## src/rtl/wb_host_master.sv

```systemverilog
// Wishbone classic single-cycle master: one command in, one bus transfer, one response out.
// A bus timeout converts a missing slave ack into an error response.
module wb_host_master #(
  parameter int WB_ADDR_WIDTH = 32,
  parameter int WB_DATA_WIDTH = 32,
  parameter int TIMEOUT       = 255,
  parameter int TO_WIDTH      = 8
) (
  input  logic                       clk,
  input  logic                       rst_n,
  // Command and response channels both use strict valid/ready: a beat transfers on
  // the rising edge where valid & ready are both high. Valid never depends on ready.
  input  logic                       cmd_valid,
  output logic                       cmd_ready,
  input  logic                       cmd_we,
  input  logic [WB_ADDR_WIDTH-1:0]   cmd_addr,
  input  logic [WB_DATA_WIDTH-1:0]   cmd_data,
  input  logic [WB_DATA_WIDTH/8-1:0] cmd_sel,
  output logic                       rsp_valid,
  input  logic                       rsp_ready,
  output logic [WB_DATA_WIDTH-1:0]   rsp_data,
  output logic                       rsp_err,
  output logic                       busy,
  output logic [1:0]                 dbg_state,
  output logic                       wbm_cyc_o,
  output logic                       wbm_stb_o,
  output logic                       wbm_we_o,
  output logic [WB_DATA_WIDTH/8-1:0] wbm_sel_o,
  output logic [WB_ADDR_WIDTH-1:0]   wbm_adr_o,
  output logic [WB_DATA_WIDTH-1:0]   wbm_dat_o,
  input  logic                       wbm_ack_i,
  input  logic [WB_DATA_WIDTH-1:0]   wbm_dat_i
);

  typedef enum logic [1:0] {
    IDLE = 2'd0,
    BUS  = 2'd1,
    RSP  = 2'd2
  } state_t;

  localparam logic [TO_WIDTH-1:0] TO_LAST = TO_WIDTH'(TIMEOUT - 1);

  state_t              state;
  logic [TO_WIDTH-1:0] to_cnt;

  assign dbg_state = state;

  always_ff @(posedge clk or negedge rst_n) begin
    if (!rst_n) begin
      state     <= IDLE;
      to_cnt    <= '0;
      cmd_ready <= 1'b1;
      rsp_valid <= 1'b0;
      rsp_data  <= '0;
      rsp_err   <= 1'b0;
      busy      <= 1'b0;
      wbm_cyc_o <= 1'b0;
      wbm_stb_o <= 1'b0;
      wbm_we_o  <= 1'b0;
      wbm_sel_o <= '0;
      wbm_adr_o <= '0;
      wbm_dat_o <= '0;
    end else begin
      case (state)
        IDLE: begin
          if (cmd_valid && cmd_ready) begin
            state     <= BUS;
            to_cnt    <= '0;
            cmd_ready <= 1'b0;
            busy      <= 1'b1;
            wbm_cyc_o <= 1'b1;
            wbm_stb_o <= 1'b1;
            wbm_we_o  <= cmd_we;
            wbm_sel_o <= cmd_sel;
            wbm_adr_o <= cmd_addr;
            wbm_dat_o <= cmd_data;
          end
        end
        BUS: begin
          // Ack is tested first so an ack on the final allowed cycle still succeeds.
          if (wbm_ack_i) begin
            state     <= RSP;
            wbm_cyc_o <= 1'b0;
            wbm_stb_o <= 1'b0;
            rsp_valid <= 1'b1;
            rsp_err   <= 1'b0;
            rsp_data  <= wbm_we_o ? '0 : wbm_dat_i;
          end else if (to_cnt == TO_LAST) begin
            state     <= RSP;
            wbm_cyc_o <= 1'b0;
            wbm_stb_o <= 1'b0;
            rsp_valid <= 1'b1;
            rsp_err   <= 1'b1;
            rsp_data  <= '0;
          end else begin
            to_cnt <= to_cnt + TO_WIDTH'(1);
          end
        end
        RSP: begin
          if (rsp_ready) begin
            state     <= IDLE;
            rsp_valid <= 1'b0;
            cmd_ready <= 1'b1;
            busy      <= 1'b0;
          end
        end
        default: begin
          state     <= IDLE;
          cmd_ready <= 1'b1;
          rsp_valid <= 1'b0;
          busy      <= 1'b0;
          wbm_cyc_o <= 1'b0;
          wbm_stb_o <= 1'b0;
        end
      endcase
    end
  end

endmodule
```

## config.mk

```make
export PLATFORM = sky130hd
export DESIGN_NAME = wb_host_master
export DESIGN_NICKNAME = d
export VERILOG_FILES = /design/src/rtl/wb_host_master.sv
export SDC_FILE = /design/constraint.sdc
export NUM_CORES = 1
export LEC_CHECK = 0
export ABC_AREA = 1
export BUFFER_PORTS_ARGS = -buffer_cell sky130_fd_sc_hd__buf_2
export CAP_MARGIN = 5
export CORE_MARGIN = 5
export CORE_UTILIZATION = 50
export DETAILED_ROUTE_END_ITERATION = 10
export GPL_TIMING_DRIVEN = 0
export PLACE_DENSITY = 0.94
export SYNTH_ARGS = -nofsm -noshare
export SYNTH_HDL_FRONTEND = slang
export SYNTH_SLANG_ARGS = --single-unit
```

## constraint.sdc

```tcl
create_clock -name clk -period 4.2 [get_ports clk]
set_input_delay 0.84 -clock clk [delete_from_list [all_inputs] [get_ports clk]]
set_output_delay 0.84 -clock clk [all_outputs]
set_load 0.02 [all_outputs]
```

==> metrics.md, run 1 <==
| Metric | Value |
|---|---|
| Top Metal Used | met5 |
| Share of layout cells above drive strength 1 | between 30% and 40% |
| Cells after Synth | between 500 and 600 |
| I/O Pins | approximately 220 |
| CTS Sinks | about 120 |
| Period utilisation layout | 49.1% |
| Clock skew | 0.0196 ns |
| Worst-Margin Slew | around 0.73 ns |
| DIE AREA | roughly 11,000 µm² |
| Max Slew Vio Count | 0 |
| Via count | between 4,000 and 5,000 |
| Setup TNS | 0 ns |
| GRT Util Overall | a little under a quarter |
| Critical path data arrival time | 1.22 ns |
| Met2 routed WL | approximately 6400 µm |
| Cell Pwr Density | 839 nW/µm² |
| Setup-failing EPs final | 0 |
| Synth Warn # | 0 |
| FF+latch count, synth | between 100 and 150 |
| Nets | about 880 |
| CP Launch Point | cmd_ready$_DFFE_PN1P_ |
| Antenna Violating Nets Remaining | 0 |
| Die Height | 106 µm |
| Die W | ~110 µm |
| Vias in the first global route | between 4,000 and 5,000 |
| Hold-fix buffers at CTS | 0 |
| CTS root buf | clkbuf_8 |
| CP startpoint kind | register |
| Worst-case clock buffer depth | 2 |
| DRT iter0 DRCs | roughly 220 |
| Post-DR wirelength/cell | 14.4 µm |
| Min Tclk post-route | roughly 2.1 ns |
| Post-CTS repair timing setup buffer count | 0 |
| Max cap viols | 0 |
| Gpl congestion | 0.846 |
| CTS Buf Count | 17 |
| Initial Util | a little over 50% |
| Final worst slack | roughly 2.1 ns |
| Place WS | 2.27 ns |
| Family with the most delay on the worst path | flip-flops |
| Final Hold Fails | 0 |
| Pre-antenna DRT Iters | 7 |
| GR Overflow Total | 0 |
| DP Cell Count | 866 |
| VDD IR max | between 0.4 and 0.5 mV |
| F_max | between 400 and 500 MHz |
| P_leak | between 3 and 4 nW |
| Final wirelength | ~13,000 µm |
| Diodes inserted | 0 |
| Synth Net Count | about 650 |
| Largest net degree at the start of global routing | 60 |
| Port Buffer Count | 214 |
| Worst-path clk slew | approximately 0.060 ns |
| Row cnt | 35 |
| PostCTS Resize Cnt | 0 |
| Finished Layout Cells | 898 |
| DRC viols | 0 |
| Synthesized cell area | roughly 4700 µm² |
| Tightest Hold Check Type | in -> async |
| RSZ-0062 raised after global routing | false |
| Crit path cell chain | buf_2 |
| Buf+Inv Stages, Crit Path | 1 |
| Critical Path Fanout Max | 4 |
| Metal-1 WL | roughly 5000 µm |
| CP peak stage delay | ~0.56 ns |
| Initial antenna violation count | 1 |
| CP max-delay cell | dfstp_2 |
| CTS tree | done |
| Status | complete, no violations |
| Critical Path RT | 3.36 ns |
| First-pass GRT wire length | approximately 21,000 µm |
| Worst relative slew slack | 51.1% |
| Metal3 WL | about 1200 µm |
| Worst-skew pair later-pin latency | about 0.5 ns |
| Synthesis-to-finish area growth | 39.4% |
| Mean Syn Cell Area | approximately 8.6 µm² |
| CORE AREA | 9150 µm² |
| Synth cell types | 24 |
| Reg-to-Reg Start | dbg_state[1]$_DFFE_PN0P_ |
| Sequential-to-total area share from yosys stat | 62.4% |
| H-Tree Depth | 4 |
| Crit path capture type | primary output |
| Vias/cell | around 4.8 |
| Final HPWL DP | between 9000 and 10,000 µm |
| Critical path type | reg -> out |
==> synthesized netlist by cell type <==
cell | n | area share, %
nand2_1 | 343 | 28
dfrtp_1 | 115 | 62
nand3_1 | 19 | 2.0
buf_2 | 17 | 1.8
inv_1 | 13 | 1.0
nor2_1 | 5 | 0.40
buf_6 | 3 | 0.73
inv_2 | 3 | 0.24
o21ai_0 | 3 | 0.32
buf_4 | 2 | 0.32
ha_1 | 2 | 0.54
nand2_2 | 2 | 0.27
nor2_4 | 2 | 0.48
a21oi_1 | 1 | 0.11
a21oi_2 | 1 | 0.19
clkbuf_1 | 1 | 0.081
dfstp_2 | 1 | 0.57
nand2_4 | 1 | 0.24
nand3_2 | 1 | 0.22
nand4_1 | 1 | 0.13
nor2_2 | 1 | 0.13
nor3_2 | 1 | 0.22
nor3b_1 | 1 | 0.16
o21bai_1 | 1 | 0.16
==> state kept, by name (all words and copies together) (netlist names) <==
signal     cells
busy           1
cmd_ready      1
dbg_state      2
rsp_data      32
rsp_err        1
rsp_valid      1
to_cnt         8
wbm_adr_o     32
wbm_dat_o     32
wbm_sel_o      4
wbm_stb_o      1
wbm_we_o       1
==> where the power goes <==
group / leakage [nW] / switching [W] / internal (W) / total, W
combinational: 2.16 / 0.00145 / 0.000683 / 0.00213
sequential: 1.47 / 0.000281 / 0.00160 / 0.00189
clock: 0.285 / 0.000501 / 0.000921 / 0.00142
total: 3.91 / 0.00223 / 0.00321 / 0.00544
==> worst paths after layout <==
check                           slack (ns)                   endpoint  cells past startpoint
worst min-delay path                  0.41   rsp_data[24]$_DFFE_PN0P_                      1
max in group asynchronous             3.04      cmd_ready$_DFFE_PN1P_                      2
worst min register to register        0.46    rsp_data[9]$_DFFE_PN0P_                      2
min in group clk                      0.46    rsp_data[9]$_DFFE_PN0P_                      2
worst max register to register        2.62  wbm_adr_o[17]$_DFFE_PN0P_                      6
worst max-delay path                  2.14                  cmd_ready                      1
==> layer usage <==
layer | track usage [%] | up-vias
met4 | 8.40 | 2
met2 | 40.4 | 196
met5 | 0 | -
met3 | 8.44 | 23
li1 | - | 2109
met1 | 26.7 | 1979
==> through the flow <==
step | hold WS [ns] | util [%] | total power [W] | cell area (µm²)
finish | 0.408 | 70.8 | 0.00544 | 6480
global route | 0.458 | 70.8 | 0.00577 | 6480
CTS | 0.410 | 70.8 | 0.00548 | 6480
detailed placement | 0.454 | 64.4 | 0.00404 | 5890
global placement | 0.448 | 64.0 | 0.00394 | 5860
floorplan | 0.512 | - | 0.00319 | 4650
==> cell type report <==
cell class                      count  area [µm²]
Sequential cell                   116        2900
Fill cell                         698        2670
Inverter                           16        60.1
Clock inverter                     12         155
Tap cell                          111         139
Timing Repair Buffer              215        1100
Buffer                             23         138
Multi-Input combinational cell    385        1550
Clock buffer                       20         435
==> cells in the final DEF (no fill, tap or decap), drive strengths merged <==
| cell | count |
|---|---|
| a21oi | 2 |
| clkbuf | 21 |
| nor3 | 1 |
| nor2 | 8 |
| clkinv | 6 |
| nor3b | 1 |
| nand3 | 20 |
| nand2 | 346 |
| dfrtp | 115 |
| buf | 237 |
| nand4 | 1 |
| ha | 2 |
| bufinv | 3 |
| inv | 17 |
| o21ai | 3 |
| o21bai | 1 |
| clkinvlp | 2 |
| dfstp | 1 |
==> cell families (layout without fill, tap and decap cells) <==
family	Yosys count	after routing	share of synthesized area, %
DFF	116	116	62.4
AOI/OAI and AO/OA	6	6	0.780
and+or+nand+nor	377	377	32.0
buffers and inverters	39	286	4.25
adders and majority gates	2	2	0.538
Note: power is estimated with default switching activity, not from simulation.
==> run 2: changes to the inputs <==
--- a/config.mk
+++ b/config.mk
@@ -9,10 +9,10 @@
 export BUFFER_PORTS_ARGS = -buffer_cell sky130_fd_sc_hd__buf_2
 export CAP_MARGIN = 5
 export CORE_MARGIN = 5
-export CORE_UTILIZATION = 50
+export CORE_UTILIZATION = 42
 export DETAILED_ROUTE_END_ITERATION = 10
 export GPL_TIMING_DRIVEN = 0
-export PLACE_DENSITY = 0.94
+export PLACE_DENSITY = 0.85
 export SYNTH_ARGS = -nofsm -noshare
 export SYNTH_HDL_FRONTEND = slang
 export SYNTH_SLANG_ARGS = --single-unit
==> constraint.sdc (replaced) <==
create_clock -name clk -period 1.7 [get_ports clk]
set_input_delay 0.34 -clock clk [delete_from_list [all_inputs] [get_ports clk]]
set_output_delay 0.34 -clock clk [all_outputs]
set_load 0.02 [all_outputs]
==> run 2 against run 1 <==
Against the previous run:
- final area grew 0.98%
- register-to-register slack worse by 2.5 ns
- critical path depth is the same
- utilization shrank 10 points
- clock-buffer cell count unchanged
- via count decreased by 1.1%
- sequential share of layout area down 0.44 points
- setup slack worse by 2.0 ns
- critical path type unchanged
- clock power is 150% higher
- die area increased by 17%
- global-route usage fell by 4.0 points
- sequential cell count unchanged
==> metrics.md, run 2 (same netlist as run 1, synthesis figures left out) <==
| Metric | Value |
|---|---|
| Commonest non-fill, non-tap cell in the layout | nand2_1 (unchanged) |
| Crit path capture type | primary output (unchanged) |
| Tightest Hold Check Type | in -> reg (was in -> async) |
| Setup-failing EPs final | 0 (unchanged) |
| Min Tclk post-route | around 1.6 ns |
| CP startpoint kind | register (unchanged) |
| Reg-to-Reg Start | to_cnt[0]$_DFFE_PN0P_ (was dbg_state[1]$_DFFE_PN0P_) |
| Die W | 115 µm (was 106 µm) |
| DRC viols | 0 (unchanged) |
| Family with the most delay on the worst path | flip-flops (unchanged) |
| VDD IR max | 0.951 mV (was 0.460 mV) |
| Worst-skew pair later-pin latency | 0.50 ns (about the same) |
| Worst-Margin Slew | 0.535 ns (was 0.734 ns) |
| Final HPWL DP | 9350 µm (was 9760 µm) |
| Max cap viols | 0 (unchanged) |
| Cell area after layout | 6550 µm² (was 6480 µm²) |
| Clock skew | 0.00741 ns (was 0.0196 ns) |
| P_leak | 3.90 nW (was 3.91 nW) |
| Cell Pwr Density | 2040 nW/µm² (was 839 nW/µm²) |
| Status | complete, no violations (unchanged) |
| Antenna Violating Nets Remaining | 0 (unchanged) |
| Diodes inserted | 0 (unchanged) |
| Gpl congestion | 0.803 (was 0.846) |
| Post-CTS repair timing setup buffer count | 0 (unchanged) |
| Regs by FF count | rsp_data: 32 flops, wbm_adr_o: 32 flops, wbm_dat_o: 32 flops (unchanged) |
| RSZ-0062 raised after global routing | false (unchanged) |
| Max Slew Vio Count | 0 (unchanged) |
| DRT iter0 DRCs | 274 (was 222) |
| Critical path type | reg -> out (unchanged) |
| Vias in the first global route | 4,351 (was 4,519) |
| Share of layout cells above drive strength 1 | 35.7% (was 35.6%) |
| Reg2reg path depth | 10 (was 6) |
| Largest net degree at the start of global routing | 60 (unchanged) |
| Reg2reg setup slack | 0.16 ns (was 2.62 ns) |
| CTS tree | done (unchanged) |
| CORE AREA | 10,800 µm² (was 9150 µm²) |
| Nets | 883 (was 882) |
| Via count | 4,263 (was 4,309) |
| DIE AREA | 13,300 µm² (was 11,300 µm²) |
| I/O Pins | 215 (unchanged) |
| Hold path startpoint | cmd_addr[13] |
| Vias/cell | 4.59 (was 4.80) |
| CTS root buf | clkbuf_8 (unchanged) |
| Most frequent cells in the layout | 343 x nand2_1, 229 x buf_2, 115 x dfrtp_1 (was 343 x nand2_1, 230 x buf_2, 115 x dfrtp_1) |
| Die Height | 115 µm (was 106 µm) |
| GR Overflow Total | 0 (unchanged) |
| Pre-antenna DRT Iters | 4 (was 7) |
| CP peak stage delay | 0.58 ns (was 0.56 ns) |
| First-pass GRT wire length | 20,300 µm (was 20,900 µm) |
| Critical path data arrival time | 1.27 ns (was 1.22 ns) |
| Initial Util | 42.9% (was 50.8%) |
| H-Tree Depth | 4 (unchanged) |
| Finished Layout Cells | 928 (was 898) |
| Period utilisation layout | around 95% |
| DP Cell Count | 895 (was 866) |
| Buf+Inv Stages, Crit Path | 1 (unchanged) |
| Initial antenna violation count | 1 (unchanged) |
| Worst-case clock buffer depth | 2 (unchanged) |
| Final wirelength | 12,700 µm (was 12,900 µm) |
| Utilization after layout | 60.4% (was 70.8%) |
| Reg-to-reg critical path endpoint | rsp_data[4]$_DFFE_PN0P_ (was wbm_adr_o[17]$_DFFE_PN0P_) |
| Post-DP Area | 5930 µm² (was 5890 µm²) |
| Critical Path RT | 1.36 ns (was 3.36 ns) |
| CP max-delay cell | dfstp_2 (unchanged) |
| CTS Buf Count | 17 (unchanged) |
| Worst relative slew slack | 64.4% (was 51.1%) |
| CTS Sinks | 116 (unchanged) |
| Worst Hold Depth | 3 |
| Crit path cell chain | buf_2 (unchanged) |
| Post-DR wirelength/cell | 13.7 µm (was 14.4 µm) |
| Worst-path clk slew | 0.06 ns (about the same) |
| Synthesis-to-finish area growth | 40.7% (was 39.4%) |
| F_max | around 620 MHz |
| Port Buffer Count | 214 (unchanged) |
| Row cnt | 38 (was 35) |
| Critical Path Fanout Max | 4 (unchanged) |
| Endpoint, Worst Hold | wbm_adr_o[13]$_DFFE_PN0P_ |
| GRT Util Overall | 19.4% (was 23.4%) |
| Final Hold Fails | 0 (unchanged) |
## run 2: cell types whose count changed in the layout (fill, tap and decap cells not counted), sizes merged
cell and delta:
inv -1, clkbuf +1, clkinvlp +2, buf -1, clkinv -1, dlygate4sd3 +1
## run 2: timing repair
item / in CTS / in global routing
setup endpoints to repair: 0 / 39
hold buffers: 1 / 0
gates resized for setup: 0 / 3
hold endpoints to repair: 56 / 0
## run 2: worst max path at each step
stage / start / end / cells past startpoint
after floorplan: to_cnt[0]$_DFFE_PN0P_ / rsp_data[0]$_DFFE_PN0P_ / 10
after global placement: rst_n / wbm_adr_o[12]$_DFFE_PN0P_ / 1
after detailed placement: dbg_state[1]$_DFFE_PN0P_ / wbm_adr_o[17]$_DFFE_PN0P_ / 6
after CTS: dbg_state[1]$_DFFE_PN0P_ / wbm_adr_o[19]$_DFFE_PN0P_ / 6
after global routing: to_cnt[0]$_DFFE_PN0P_ / rsp_data[16]$_DFFE_PN0P_ / 10
final: cmd_ready$_DFFE_PN1P_ / cmd_ready / 1
## run 2: metal layers
metal / global-route usage, % / share of wire (%) / vias up
met5: 0 / 0.055 / -
met4: 8.06 / 2.2 / 2
met3: 6.42 / 9.1 / 28
met2: 31.8 / 47 / 187
met1: 23.6 / 41 / 1936
li1: - / - / 2110
## run 2: report_power, final
group	switching, W	leakage, nW	internal (W)
Clock	0.00124	0.277	0.00227
Combinational	0.00350	2.16	0.00170
Sequential	0.000659	1.47	0.00396
Total	0.00540	3.90	0.00793
## run 2: through the flow
stage / TNS (ns) / setup WS, ns / hold slack, ns / total power, W
finish: 0 / 0.0891 / 0.0351 / 0.0133
global route: 0 / 0.00332 / 0.00931 / 0.0143
CTS: 0 / 0.0736 / 0.00620 / 0.0135
detailed placement: 0 / 0.0921 / 0.342 / 0.00991
global placement: -126.56 / -1.11 / 0.448 / 0.00975
floorplan: 0 / 0.321 / 0.0444 / 0.00788
## run 2: area by class of cell
cell class / count / area, µm²
clock buffer: 20 / 435
clock inverter: 12 / 156
fill: 967 / 4300
multi-input combinational: 385 / 1560
sequential: 116 / 2900
buffer: 23 / 140
tap: 140 / 175
timing repair buffer: 216 / 1110
inverter: 16 / 60.1
